$ cat src/rtl/dec_sel_pkg.sv
// Shared types and widths for the dec_sel_arb round-robin decoder-select arbiter.
package dec_sel_pkg;

    localparam int N_REQ  = 4;
    localparam int IDX_W  = 2;
    localparam int GAP_W  = 4;   // holds GAP_CYCLES-1, GAP_CYCLES up to 15
    localparam int HOLD_W = 8;   // holds MAX_HOLD, up to 255

    typedef enum logic [1:0] {
        IDLE,
        GRANT,
        GAP
    } state_t;

endpackage

$ cat src/rtl/rr_pick.sv
// Combinational round-robin pick: first set req bit scanning upward from (last+1) mod N_REQ.
module rr_pick
    import dec_sel_pkg::*;
(
    input  logic [N_REQ-1:0] req,
    input  logic [IDX_W-1:0] last,
    output logic             any,
    output logic [IDX_W-1:0] idx
);

    logic [IDX_W-1:0] cand;

    // NOTE: every output of an always_comb gets a default first so no path leaves it unassigned (no latch).
    always_comb begin
        any  = |req;
        idx  = '0;
        cand = '0;
        // Walk from farthest to nearest so the nearest set bit after last wins.
        for (int i = N_REQ; i >= 1; i--) begin
            cand = last + IDX_W'(i);
            if (req[cand]) begin
                idx = cand;
            end
        end
    end

endmodule

$ cat src/rtl/dec_sel_arb.sv
// Round-robin arbiter driving a 2-to-4 active-low decoder (en, a) with break-before-make gaps.
// Optional grant-length limit enabled by defining DEC_SEL_HOLD_LIMIT_EN.
module dec_sel_arb
    import dec_sel_pkg::*;
#(
    parameter int GAP_CYCLES = 1
`ifdef DEC_SEL_HOLD_LIMIT_EN
    ,
    parameter int MAX_HOLD = 16
`endif
) (
    input  logic             clk,
    input  logic             rst,
    input  logic [N_REQ-1:0] req,
    output logic             en,
    output logic [IDX_W-1:0] a,
    output logic             hold_expired
);

    state_t           state;
    logic [IDX_W-1:0] last;
    logic [GAP_W-1:0] gap_cnt;
    logic             pick_any;
    logic [IDX_W-1:0] pick_idx;
    logic             drop_now;
    logic             expire_now;

    rr_pick u_pick (
        .req  (req),
        .last (last),
        .any  (pick_any),
        .idx  (pick_idx)
    );

`ifdef DEC_SEL_HOLD_LIMIT_EN
    localparam logic [HOLD_W-1:0] HOLD_LIM = HOLD_W'(MAX_HOLD);
    logic [HOLD_W-1:0] hold_cnt;

    always_comb begin
        drop_now   = ~req[a];
        expire_now = req[a] && (hold_cnt == HOLD_LIM);
    end
`else
    always_comb begin
        drop_now   = ~req[a];
        expire_now = 1'b0;
    end

    assign hold_expired = 1'b0;
`endif

    // NOTE: sequential state uses non-blocking assignments so every register samples pre-edge values.
    always_ff @(posedge clk or posedge rst) begin
        if (rst) begin
            state   <= IDLE;
            en      <= 1'b0;
            a       <= '0;
            last    <= IDX_W'(N_REQ - 1);
            gap_cnt <= '0;
`ifdef DEC_SEL_HOLD_LIMIT_EN
            hold_cnt     <= '0;
            hold_expired <= 1'b0;
`endif
        end else begin
`ifdef DEC_SEL_HOLD_LIMIT_EN
            hold_expired <= 1'b0;
`endif
            case (state)
                IDLE: begin
                    if (pick_any) begin
                        en    <= 1'b1;
                        a     <= pick_idx;
                        state <= GRANT;
`ifdef DEC_SEL_HOLD_LIMIT_EN
                        hold_cnt <= HOLD_W'(1);
`endif
                    end
                end
                GRANT: begin
                    // A forced expiry ends the grant exactly like a release.
                    if (drop_now || expire_now) begin
                        en      <= 1'b0;
                        last    <= a;
                        gap_cnt <= GAP_W'(GAP_CYCLES - 1);
                        state   <= GAP;
`ifdef DEC_SEL_HOLD_LIMIT_EN
                        hold_expired <= expire_now;
`endif
                    end
`ifdef DEC_SEL_HOLD_LIMIT_EN
                    else begin
                        hold_cnt <= hold_cnt + 1'b1;
                    end
`endif
                end
                GAP: begin
                    if (gap_cnt == '0) begin
                        state <= IDLE;
                    end else begin
                        gap_cnt <= gap_cnt - 1'b1;
                    end
                end
                default: state <= IDLE;
            endcase
        end
    end

endmodule

$ cat config.mk
export PLATFORM = sky130hd
export DESIGN_NAME = dec_sel_arb
export DESIGN_NICKNAME = d
export VERILOG_FILES = /design/src/rtl/dec_sel_pkg.sv /design/src/rtl/rr_pick.sv /design/src/rtl/dec_sel_arb.sv
export SDC_FILE = /design/constraint.sdc
export NUM_CORES = 1
export LEC_CHECK = 0
export BUFFER_PORTS_ARGS = -buffer_cell sky130_fd_sc_hd__buf_2
export CORE_MARGIN = 2
export CORE_UTILIZATION = 45
export DETAILED_ROUTE_END_ITERATION = 6
export GPL_TIMING_DRIVEN = 0
export PLACE_DENSITY_LB_ADDON = 0.12
export SLEW_MARGIN = 20
export SYNTH_ARGS = -nofsm -noshare
export SYNTH_HDL_FRONTEND = slang
export SYNTH_SLANG_ARGS = --single-unit
$ cat constraint.sdc
create_clock -name clk -period 2.35 [get_ports clk]
set_input_delay 0.3525 -clock clk [delete_from_list [all_inputs] [get_ports clk]]
set_output_delay 0.3525 -clock clk [all_outputs]
set_load 0.01 [all_outputs]
-- Word level (Yosys, flattened, before mapping)
Cells that the tools add are included.
- register bits after elaboration: 11
- input port bits: 6
- output and inout bits: 4
- word-level logic and storage cells: 55
- add/sub/neg operators: 4
- magnitude comparators: 5
- eq/ne operators: 6
- muxes and demuxes: 24
- bitwise gates (word level): 1
- reduce and logical (&&, ||, !) cells: 10
- operator list (kind ; number):
    < comparator 2 x 3 -> 1 bit (second input constant) ; 5
    two-way mux 2 bit ; 7
    binary-select mux 1 bit (select 2 bit) ; 5
    AND reduction 3 bit ; 3
    two-way mux 4 bit ; 2
    inequality test 2 bit (second input constant) ; 4
    case mux 4 bit (2 select lines) ; 1
    two-way mux 1 bit ; 7
    case mux 2 bit (3 select lines) ; 1
    adder 2 bit (second input constant) ; 2
    logical NOT 4 bit ; 1
    AND reduction 2 bit ; 2
    nonzero test 2 bit ; 2
    OR reduction 4 bit ; 1
    subtractor 4 x 1 -> 4 bit (second input constant) ; 1
    adder 2 x 1 -> 2 bit (second input constant) ; 1
    == test 2 x 1 -> 1 bit (second input constant) ; 1
    == test 2 bit (second input constant) ; 1
    logical NOT 2 bit ; 1
    case mux 1 bit (2 select lines) ; 1
    inverter 1 bit ; 1

-- Depth between registers and ports, before layout
- word-level depth: 6
- mapped depth: 5
- depth with buffers taken out: 5

-- Cells and area by module
Synthesis repeated with hierarchy kept, for this count alone.
- cell total of the unflattened synthesis: 69
- area, all modules: 695.7 um2
- modules (own cells, without submodules) (module ; times used ; cells an instance ; area each (um2) ; seq. area each (um2)):
    dec_sel_arb ; 1 ; 55 ; 604.3 ; 277.8
    rr_pick ; 1 ; 14 ; 91.3 ; 0.0

-- Worst setup path before layout
OpenSTA, ideal clock, no wires.
- path kind: register to register
- start: reg a[0]
- end: reg last[0]
- setup time: 82 ps
- data arrival time: 1511 ps
- data required time: 2268 ps
- setup slack: 757 ps
- stages on the path, launching flop included: 4
- path buffers: 0
- clock period less this slack: 1593 ps
- path through: dfrtp_1 -> mux4_2 -> nor3_4 -> mux2_2
- word-level cells in the longest chain between the ends: 4
- ends and longest elaborated chain (what ; line ; RTL):
    from (decl) ; dec_sel_arb.sv:16 ; output logic [IDX_W-1:0] a,
    from (signal assigned) ; dec_sel_arb.sv:72 ; a <= pick_idx;
    binary-select mux 1 bit (select 2 bit) ; dec_sel_arb.sv:45 ; drop_now = ~req[a];
    two-way mux 1 bit (implied by the code) ; dec_sel_arb.sv:45 ;
    inverter 1 bit (no line) ; n/a ;
    AND reduction 2 bit (no line) ; n/a ;
    to (signal assigned) ; dec_sel_arb.sv:58 ; last <= IDX_W'(N_REQ - 1);
    to (decl) ; dec_sel_arb.sv:21 ; logic [IDX_W-1:0] last;
Parallel ways exist; a longest one is shown, timed or not. The select of a mux whose other input is x is not followed.
A chain may end at the register's enable or synchronous reset.

-- Final worst setup path
- start: reg gap_cnt[0]
- end: reg state[1]
- word-level cells in the longest chain between the ends: 3
- ends and longest elaborated chain (what ; line ; RTL):
    from (decl) ; dec_sel_arb.sv:22 ; logic [GAP_W-1:0] gap_cnt;
    from (signal assigned) ; dec_sel_arb.sv:84 ; gap_cnt <= GAP_W'(GAP_CYCLES - 1);
    from (signal assigned) ; dec_sel_arb.sv:100 ; gap_cnt <= gap_cnt - 1'b1;
    logical NOT 4 bit ; dec_sel_arb.sv:97 ; if (gap_cnt == '0) begin
    inequality test 2 bit (no line) ; n/a ;
    AND reduction 3 bit (no line) ; n/a ;
    to (signal assigned) ; dec_sel_arb.sv:85 ; state <= GAP;
    to (signal assigned) ; dec_sel_arb.sv:98 ; state <= IDLE;
    to (signal assigned) ; dec_sel_arb.sv:103 ; default: state <= IDLE;
    to (decl) ; dec_sel_arb.sv:20 ; state_t state;
Every way passes these cells.

==> results.py <==
metrics = {
    "critical_path": {
        "r2r_end": "state[1]",
        "reg2reg_slack_ps": 690,
        "crit_required_ps": 2500,
        "reg2reg_from": "gap_cnt[0]",
        "path_class": "flop to flop",
        "critPathLaunchType": "flop",
        "crit_fanout": 6,
        "cp_data_arrival_time_ps": 1810,
        "crit_start": "gap_cnt[0]",
        "cp-end-kind": "flop",
        "worstRegToRegCells": 5,
    },
    "global_route": {
        "overflow": 0,
        "grt_pass1_vias": 460,
        "grt_first_pass_wirelength_mm": 2.10,
        "grt_max_degree": 12,
        "antenna_found_initial": 0,
        "grt.total_usage_pct": 15.4,
    },
    "floorplan": {
        "initial_core_util_pct": 46.6,
        "dieArea_um2": 1830,
        "pin_count": 10,
        "num_rows": 14,
        "core_area_um2": 1450,
        "die_h_um": 42.8,
        "die_x_um": 42.8,
    },
    "sta": {
        "setup_tns_ps": 0,
        "fin_crit_sh_pct": 70.7,
        "worstMarginPinSlew_ps": 595,
        "drv_slew": 0,
        "hold_viol": 0,
        "fmax_mhz": 602,
        "fin_skew_ps": 2.88,
        "finalSetupViolCount": 0,
        "rsz0062_at_grt": "no",
        "layout_min_cycle_time_ps": 1660,
        "max_slew_margin_pct": 60.3,
    },
    "synthesis": {
        "synth_top_area_share_pct": 33.2,
        "yosysSeqAreaShare_pct": 41.0,
        "yosys.area_share.adder_pct": 3.69,
        "ys_async_sr_fraction_pct": 100,
        "syn_nets": 78,
        "synth.avg_cell_area_um2": 9.69,
        "synthMuxAreaShare_pct": 8.12,
        "synth-edff-count": 0,
        "synthCells": 70,
        "synth_area_leader_cell": "dfrtp_1",
        "synth_cell_types": 30,
        "synth-simple-area-share_pct": 23.2,
        "ys_ff_latch": 11,
        "syn-cell-area_um2": 678,
        "synth_area_leaders": "dfrtp_1 (33%), dfstp_2 (7.7%), o211ai_1 (5.5%), inv_1 (4.4%), ha_1 (3.7%)",
        "ys.flop_type": "dfrtp_1",
        "synthXorXnorAreaFrac_pct": 0,
        "synth_compound_area_share_pct": 15.1,
        "ys_warn_count": 0,
        "synth_top_family_by_area": "simple AND/OR/NAND/NOR gates",
    },
    "clocking": {
        "clk_pin_slew_worst_paths_ps": 70,
        "clock_sinks": 11,
        "cts_root_buf": "clkbuf_4",
        "cts_hold_buf": 0,
        "cts_made_buffers": 3,
        "cts_tree": "yes",
        "cts_setup_buffers": 0,
        "ctsResizeCount": 0,
        "htree_levels": 1,
        "clock_path_buffers": 2,
        "clk_latency_ps": 260,
    },
    "layout": {
        "fillers": 140,
        "drive_gt1_share_pct": 28.0,
        "fin_util_pct": 52.6,
        "antenna_cells": 0,
        "final_common_cell": "dfrtp_1",
        "area_growth_syn_to_layout_pct": 12.7,
        "final_cell_mix": "dfrtp_1 (9), inv_1 (8), buf_2 (8), nor2_1 (5), o211ai_1 (5)",
        "fin_area_um2": 764,
        "fin_nets": 91,
    },
    "drt": {
        "vias": 546,
        "wire_per_inst_um": 13.0,
        "dr.pass1.iters": 4,
        "remaining_drc_errors": 0,
        "via_per_inst": 5.57,
        "drtAntennaViolNets": 0,
        "drtIter0Drc": 5,
        "totalWireLength_mm": 1.28,
    },
    "placement": {
        "port-buffer-count": 8,
        "gp_congestion": 0.770,
        "place_hpwl_um": 985,
        "postPlaceCellArea_um2": 738,
    },
    "power": {
        "totalPowerFinal_uw": 986,
        "p_leak_nw": 0.344,
        "p_per_area_nw_per_um2": 1290,
        "vdd_drop_max_v": 0.000515,
    },
    "worst_hold_path": {
        "hp-class": "input port to async pin",
    },
    "flow_run": {
        "cap_violations": 0,
    },
    "outcome": {
        "status": "complete, no violations",
    },
}
==> sequential cells by signal (all words and copies together) (netlist names) <==
name,cells
gap_cnt,4
state,2
en,1
last,2
a,2
==> cells in the mapped netlist, drive strengths merged (3+ instances only) <==
library cell  instances
or2                   3
dfrtp                 9
nor2                  5
o211ai                5
o21ai                 4
inv                   8
buf                   3
==> cell type report <==
class	instances	area, um^2	area share [%]
Buffer	3	26.3	3.44
Clock buffer	4	26.3	3.44
Inverter	8	30.0	3.93
Multi-Input combinational cell	48	344	45.0
Sequential cell	11	278	36.3
Tap cell	16	20.0	2.62
Timing Repair Buffer	8	40.0	5.24
==> power by group <==
group / switching [mW] / total [mW] / internal [mW] / leakage, nW
Combinational: 0.267 / 0.497 / 0.230 / 0.195
Sequential: 0.0756 / 0.361 / 0.286 / 0.133
Clock: 0.0627 / 0.128 / 0.0656 / 0.0150
Total: 0.405 / 0.986 / 0.581 / 0.344
==> logic make-up (layout without fill, tap and decap cells) <==
| logic type | count (synthesis) | in the layout |
|---|---|---|
| other | 1 | 1 |
| multiplexers | 4 | 4 |
| adder cells (fa/ha/maj) | 2 | 2 |
| buffers and inverters | 11 | 23 |
| AND/OR/NAND/NOR | 26 | 26 |
| flip-flops | 11 | 11 |
| AO/OA/AOI/OAI | 15 | 15 |
==> per-stage QoR <==
step           instances  setup WS [ps]  hold WS, ps
6_report              98            688         62.2
3_5_place_dp          94            677          366
2_1_floorplan         70            757          204
3_3_place_gp          94            649          368
4_1_cts               98            672         77.5
5_1_grt               98            555          109
==> worst max path at each step <==
| stage | cells past startpoint | slack (ps) | endpoint |
|---|---|---|---|
| 2_1_floorplan | 3 | 760 | last[0] |
| 3_3_place_gp | 5 | 650 | state[1] |
| 3_5_place_dp | 4 | 680 | last[1] |
| 4_1_cts | 5 | 670 | state[1] |
| 5_1_grt | 5 | 550 | state[1] |
| 6_report | 5 | 690 | state[1] |
==> worst max-delay path, stage by stage (launching register included) <==
cell and delay (ps):
dfrtp_1 410, inv_1 110, ha_1 160, nor3b_1 510
nor3_1 80, or2_2 280
==> routing by layer <==
metal	track usage, %	part of all wire (%)	vias up
met5	0	0	-
met2	25.5	53	4
li1	-	-	273
met1	19.2	44	267
met3	2.55	2.0	2
met4	7.50	0.70	0
Power figures use the tool's default switching activity.
